File: src/rtl/fixed_adder_tree_accumulator_if.sv
// fixed_adder_tree_accumulator_if: valid/ready stream bundle carrying partial sums in and accumulated results out
interface fixed_adder_tree_accumulator_if #(
    parameter int IN_WIDTH  = 17,
    parameter int OUT_WIDTH = 19
);
    logic [IN_WIDTH-1:0]  data_in;
    logic                 data_in_valid;
    logic                 data_in_ready;
    logic [OUT_WIDTH-1:0] data_out;
    logic                 data_out_valid;
    logic                 data_out_ready;
    modport master (
        output data_in, data_in_valid, data_out_ready,
        input  data_in_ready, data_out, data_out_valid
    );
    modport slave (
        input  data_in, data_in_valid, data_out_ready,
        output data_in_ready, data_out, data_out_valid
    );
endinterface

File: src/rtl/fixed_adder_tree_accumulator.sv
// fixed_adder_tree_accumulator: sums IN_DEPTH consecutive adder-tree partial sums into one full-precision result
module fixed_adder_tree_accumulator #(
    parameter int IN_WIDTH = 17,
    parameter int IN_DEPTH = 4,
    parameter bit SIGNED   = 1'b1
) (
    input logic clk,
    input logic rst_n,
    fixed_adder_tree_accumulator_if.slave bus
);
    localparam int OUT_WIDTH = IN_WIDTH + $clog2(IN_DEPTH);
    localparam int CW = (IN_DEPTH > 1) ? $clog2(IN_DEPTH) : 1;
    localparam logic [CW-1:0] LAST = CW'(IN_DEPTH - 1);

    logic [OUT_WIDTH-1:0] r_acc;
    logic [OUT_WIDTH-1:0] r_out;
    logic                 r_valid;
    logic [CW-1:0]        r_count;
    logic [OUT_WIDTH-1:0] w_ext;
    logic [OUT_WIDTH-1:0] w_sum;
    logic                 w_last;
    logic                 w_in_ready;
    logic                 w_in_xfer;

    // Extend the beat and fold it into the running sum; a first beat reloads instead of adding
    always_comb begin
        w_ext      = SIGNED ? OUT_WIDTH'($signed(bus.data_in)) : OUT_WIDTH'(bus.data_in);
        w_last     = (r_count == LAST);
        w_sum      = (r_count == '0) ? w_ext : r_acc + w_ext;
        w_in_ready = !w_last || !r_valid || bus.data_out_ready;
        w_in_xfer  = bus.data_in_valid && w_in_ready;
    end

    // Beat counting, accumulation and the output holding register
    always_ff @(posedge clk or negedge rst_n) begin
        if (!rst_n) begin
            r_acc   <= '0;
            r_out   <= '0;
            r_valid <= 1'b0;
            r_count <= '0;
        end else begin
            if (w_in_xfer && w_last) begin
                r_out   <= w_sum;
                r_count <= '0;
            end else if (w_in_xfer) begin
                r_acc   <= w_sum;
                r_count <= r_count + CW'(1);
            end
            if (w_in_xfer && w_last)
                r_valid <= 1'b1;
            else if (bus.data_out_ready)
                r_valid <= 1'b0;
        end
    end

    assign bus.data_in_ready  = w_in_ready;
    assign bus.data_out       = r_out;
    assign bus.data_out_valid = r_valid;
endmodule
File: src/flat_wrapper.sv
// flat-port wrapper written by rule: the top's interface ports become plain ports
module fixed_adder_tree_accumulator_flat 
#(
    parameter int IN_WIDTH = 17,
    parameter int IN_DEPTH = 4,
    parameter bit SIGNED   = 1'b1
)
  (clk, rst_n, bus_data_in, bus_data_in_valid, bus_data_out_ready, bus_data_in_ready, bus_data_out, bus_data_out_valid);
  fixed_adder_tree_accumulator_if #(.IN_WIDTH(IN_WIDTH)) bus_i ();
  input logic clk;
  input logic rst_n;
  input wire logic [$bits(bus_i.data_in)-1:0] bus_data_in;
  input wire logic [$bits(bus_i.data_in_valid)-1:0] bus_data_in_valid;
  input wire logic [$bits(bus_i.data_out_ready)-1:0] bus_data_out_ready;
  output wire logic [$bits(bus_i.data_in_ready)-1:0] bus_data_in_ready;
  output wire logic [$bits(bus_i.data_out)-1:0] bus_data_out;
  output wire logic [$bits(bus_i.data_out_valid)-1:0] bus_data_out_valid;
  assign bus_i.data_in = bus_data_in;
  assign bus_i.data_in_valid = bus_data_in_valid;
  assign bus_i.data_out_ready = bus_data_out_ready;
  assign bus_data_in_ready = bus_i.data_in_ready;
  assign bus_data_out = bus_i.data_out;
  assign bus_data_out_valid = bus_i.data_out_valid;
  fixed_adder_tree_accumulator #(.IN_WIDTH(IN_WIDTH), .IN_DEPTH(IN_DEPTH), .SIGNED(SIGNED)) u_core (.clk(clk), .rst_n(rst_n), .bus(bus_i));
endmodule
File: config.mk
export PLATFORM = sky130hd
export DESIGN_NAME = fixed_adder_tree_accumulator_flat
export DESIGN_NICKNAME = d
export VERILOG_FILES = /design/src/rtl/fixed_adder_tree_accumulator_if.sv /design/src/rtl/fixed_adder_tree_accumulator.sv /design/src/flat_wrapper.sv
export SDC_FILE = /design/constraint.sdc
export NUM_CORES = 1
export LEC_CHECK = 0
export CORE_UTILIZATION = 35
export CTS_CLUSTER_SIZE = 30
export DETAILED_ROUTE_END_ITERATION = 8
export MAX_ROUTING_LAYER = met4
export SLEW_MARGIN = 0
export SYNTH_ARGS = -nofsm -noshare
export SYNTH_HDL_FRONTEND = slang
export SYNTH_SLANG_ARGS = --single-unit
File: constraint.sdc
create_clock -name clk -period 2.5 [get_ports clk]
set_input_delay 0.375 -clock clk [delete_from_list [all_inputs] [get_ports clk]]
set_output_delay 0.375 -clock clk [all_outputs]
set_load 0.05 [all_outputs]
==> impl_summary.log <==
INFO  metric worst_r2r_path_depth = 10
INFO  metric wire_length_of_the_first_global_routing_pass = between 10000 and 15000 um
INFO  metric ys_warn_count = 0
INFO  metric max_cap_viols = 0
INFO  metric fin_tns_setup = 0 ns
INFO  metric grtUsageTotal = about 19%
INFO  metric initial_core_utilization = between 30% and 40%
INFO  metric final_period_minus_worst_setup_slack = about 2.5 ns
INFO  metric finalWeightedCongestion = between 0.8 and 0.9
INFO  metric synth_seq_cells = 41
INFO  metric synthArstFlopShare = 100%
INFO  metric clock_insertion_delay_worst_skew = 0.30 ns
INFO  metric areaGrowthSynthToFinish = 43.6%
INFO  metric path_clk_slew = ~0.080 ns
INFO  metric antenna_found_initial = 0
INFO  metric avgSynthCellArea = between 8 and 9 um^2
INFO  metric synthesis.instances = 328
INFO  metric drt-vias-per-instance = roughly 5
INFO  metric outcome = finished clean
INFO  metric dr.pass1.iters = 4
INFO  metric timing.critical_path.fanout_max = 5
INFO  metric synth.lib_cells_used.distinct = 50
INFO  metric syn-cell-area = between 2000 and 3000 um^2
INFO  metric fmax = just over 0.4 GHz
INFO  metric cp_data_required_time = roughly 2.7 ns
INFO  metric die-area = around 8300 um^2
INFO  metric power-per-cell-area = about 1400 nW/um^2
INFO  metric critical_path_class = primary input to flip-flop
INFO  metric std_cell_rows = 32
INFO  metric post_route_cells_drive_above_1_share = 22.6%
INFO  metric cts_max_path_buffers = 2
INFO  metric synth-edff-count = 0
INFO  metric finalSetupViolCount = 0
INFO  metric synthDominantAreaCellType = sky130_fd_sc_hd__dfrtp_1
INFO  metric num-fill-cells = about 750
INFO  metric antenna-diode-count = 0
INFO  metric hpwl = about 5200 um
INFO  metric wirelength = 7000 um
INFO  metric leakagePower = approximately 1.9 nW
INFO  metric holdCritPathClass = primary input to async pin
INFO  metric slew_at_the_pin_with_the_worst_max_slew_slack = 0.544 ns
INFO  metric worst_clock_skew = ~0.009 ns
INFO  metric final.period_utilization = between 90% and 100%
INFO  metric io_buffers = 41
INFO  metric core-area = around 7700 um^2
INFO  metric tritoncts_clock_tree = yes
INFO  metric yosysSeqAreaShare = 37.0%
INFO  metric postSynth.topFlopCell = sky130_fd_sc_hd__dfrtp_1
INFO  metric max_slew_margin = roughly 64%
INFO  metric start_kind = primary input
INFO  metric ctsHtreeMaxLevel = 2
INFO  metric grt_start_max_net_pins = 42
INFO  metric globalRouteOverflowTotal = 0
INFO  metric numClockSinks = 41
INFO  metric cts_root_buf = sky130_fd_sc_hd__clkbuf_8
INFO  metric finalHoldViolCount = 0
INFO  metric ioPinCount = 42
INFO  metric die_h = 91.0 um
INFO  metric peakVddDrop = 0.747 mV
INFO  metric routed_wire_length_per_instance = between 10 and 15 um
INFO  metric critical_path_endpoint_category = flip-flop
INFO  metric synth.top_cells.by_area = sky130_fd_sc_hd__dfrtp_1 (37%), sky130_fd_sc_hd__ha_1 (9.0%), sky130_fd_sc_hd__nand2_1 (6.4%), sky130_fd_sc_hd__o21ai_0 (6.3%), sky130_fd_sc_hd__a21oi_1 (6.1%)
INFO  metric netlist.area_leader.share = 37.0%
INFO  metric drc = 0
INFO  metric number_of_clock_buffers_inserted_by_tritoncts = 5
INFO  metric wp_data_arrival = 2.66 ns
INFO  metric fin_nets = between 400 and 500
INFO  metric fin_ws = approximately 0.045 ns
INFO  metric drtAntennaViolNets = 0
INFO  metric dpl_ws = -0.438 ns
INFO  metric max_slew_violation_total_from_the_final_report = 0
INFO  metric detail_route.iter0.violations = approximately 160
INFO  metric syn-num-nets = 370
INFO  metric dieWidth = between 90 and 100 um
INFO  metric first_global_vias = ~2600
INFO  metric vias = ~2600
[synth_stat cells (all sizes together) (5+ instances only)]
cell type,number
clkbuf,10
nand3,8
mux2i,8
o21ai,37
xnor2,7
ha,20
buf,5
inv,15
a31oi,7
nand2,47
xor2,5
nor2,22
a21oi,34
a21o,10
nand2b,5
dfrtp,41
[area by class of cell]
type / count / area (um^2) / area share [%]
Timing Repair Buffer: 100 / 871 / 21.9
Multi-Input combinational cell: 257 / 1810 / 45.5
Clock buffer: 6 / 82.6 / 2.07
Inverter: 15 / 56.3 / 1.41
Tap cell: 102 / 128 / 3.21
Sequential cell: 41 / 1030 / 25.8
Clock inverter: 1 / 7.51 / 0.189
[layout by cell type (no fill, tap or decap), types with 2 or more instances in the layout]
cell | Yosys | final
sky130_fd_sc_hd__and3_1 | 4 | 4
sky130_fd_sc_hd__or3_1 | 2 | 2
sky130_fd_sc_hd__nor2_1 | 22 | 22
sky130_fd_sc_hd__a31oi_1 | 6 | 5
sky130_fd_sc_hd__nand4_1 | 2 | 2
sky130_fd_sc_hd__nand3_1 | 7 | 7
sky130_fd_sc_hd__o21a_1 | 2 | 2
sky130_fd_sc_hd__o21ai_1 | 2 | 5
sky130_fd_sc_hd__a31oi_4 | 1 | 2
sky130_fd_sc_hd__mux2i_1 | 8 | 8
sky130_fd_sc_hd__dfrtp_1 | 41 | 41
sky130_fd_sc_hd__a21oi_1 | 34 | 30
sky130_fd_sc_hd__o22ai_1 | 2 | 2
sky130_fd_sc_hd__nor3_1 | 4 | 3
sky130_fd_sc_hd__a211oi_1 | 3 | 2
sky130_fd_sc_hd__xnor2_1 | 7 | 6
sky130_fd_sc_hd__nand2_1 | 47 | 47
sky130_fd_sc_hd__a21o_1 | 10 | 10
sky130_fd_sc_hd__nand2b_1 | 5 | 4
sky130_fd_sc_hd__xor2_1 | 5 | 5
sky130_fd_sc_hd__ha_1 | 20 | 10
sky130_fd_sc_hd__a221o_1 | 3 | 3
sky130_fd_sc_hd__nand3b_1 | 2 | 2
sky130_fd_sc_hd__dlygate4sd2_1 | 0 | 2
sky130_fd_sc_hd__ha_2 | 0 | 3
sky130_fd_sc_hd__a21oi_2 | 0 | 3
sky130_fd_sc_hd__ha_4 | 0 | 7
sky130_fd_sc_hd__clkdlybuf4s50_1 | 0 | 31
sky130_fd_sc_hd__clkbuf_8 | 0 | 6
sky130_fd_sc_hd__and2_1 | 3 | 3
sky130_fd_sc_hd__dlymetal6s2s_1 | 0 | 6
sky130_fd_sc_hd__o21ai_0 | 35 | 32
sky130_fd_sc_hd__buf_4 | 0 | 59
sky130_fd_sc_hd__inv_1 | 15 | 15
[worst max-delay path, stage by stage]
cell and delay (ns):
sky130_fd_sc_hd__clkdlybuf4s50_1 0.49, sky130_fd_sc_hd__ha_2 0.31, sky130_fd_sc_hd__nand3_1 0.16, sky130_fd_sc_hd__a21oi_4 0.04
sky130_fd_sc_hd__or2_1 0.24, sky130_fd_sc_hd__a221o_1 0.31, sky130_fd_sc_hd__a221o_1 0.39, sky130_fd_sc_hd__xnor2_2 0.15
sky130_fd_sc_hd__o31ai_1 0.19
[per-stage QoR]
step | total power [W] | util (%) | cells | instance area (um^2) | hold WS (ns)
finish | 0.00560 | 51.8 | 522 | 3980 | 0.134
detailed placement | 0.00486 | 47.9 | 513 | 3680 | 0.469
global route | 0.00608 | 51.8 | 522 | 3980 | 0.185
floorplan | 0.00357 | - | 328 | 2770 | 0.0794
global placement | 0.00482 | 47.9 | 513 | 3680 | 0.460
CTS | 0.00544 | 49.8 | 522 | 3820 | 0.159
[flip-flops by register name, indices dropped and copies added, names as in the netlist]
name and flops:
u_core.bus.data_out_valid 1, u_core.r_count 2, u_core.r_acc 19, u_core.bus.data_out 19
[report_power, final]
| part | internal (W) | switching, W | leakage, nW |
|---|---|---|---|
| Sequential | 0.000988 | 0.000214 | 0.500 |
| Clock | 0.000219 | 0.000241 | 0.0433 |
| Combinational | 0.00178 | 0.00216 | 1.33 |
[what timing repair did]
action,CTS,global route
gates resized for setup,10,28
buffers inserted,2,0
endpoints found under the setup margin,11,14
hold buffers,0,0
pin swaps,6,12
[final timing paths]
kind / start / to / slack, ns
worst max-delay path: bus_data_in[4] / u_core.bus.data_out[16] / 0.04
worst min-delay path: rst_n / u_core.r_count[0] / 0.13
max in group asynchronous: rst_n / u_core.r_acc[13] / 1.99
min in group clk: bus_data_in[3] / u_core.r_acc[3] / 0.44
worst max register to register: u_core.r_acc[0] / u_core.bus.data_out[16] / 0.10
worst min register to register: u_core.bus.data_out[13] / u_core.bus.data_out[13] / 0.48
[layer usage]
metal  vias up  GRT usage, %  wire length, um
met4         0          5.03               76
met3         5          3.02              266
met1      1235          24.2             3420
li1       1351             -                -
met5         -             -                0
met2        40          30.1             3240
[cell families (layout without fill, tap and decap cells)]
kind of cell	count (synthesis)	after routing	share of synthesized area, %
flops	41	41	37.0
mux	8	8	2.89
compound gates	112	112	25.1
simple gates	104	104	17.2
fa+ha+maj	21	21	9.75
buf+inv	30	122	4.24
xor+xnor	12	12	3.79
Power figures use the tool's default switching activity.
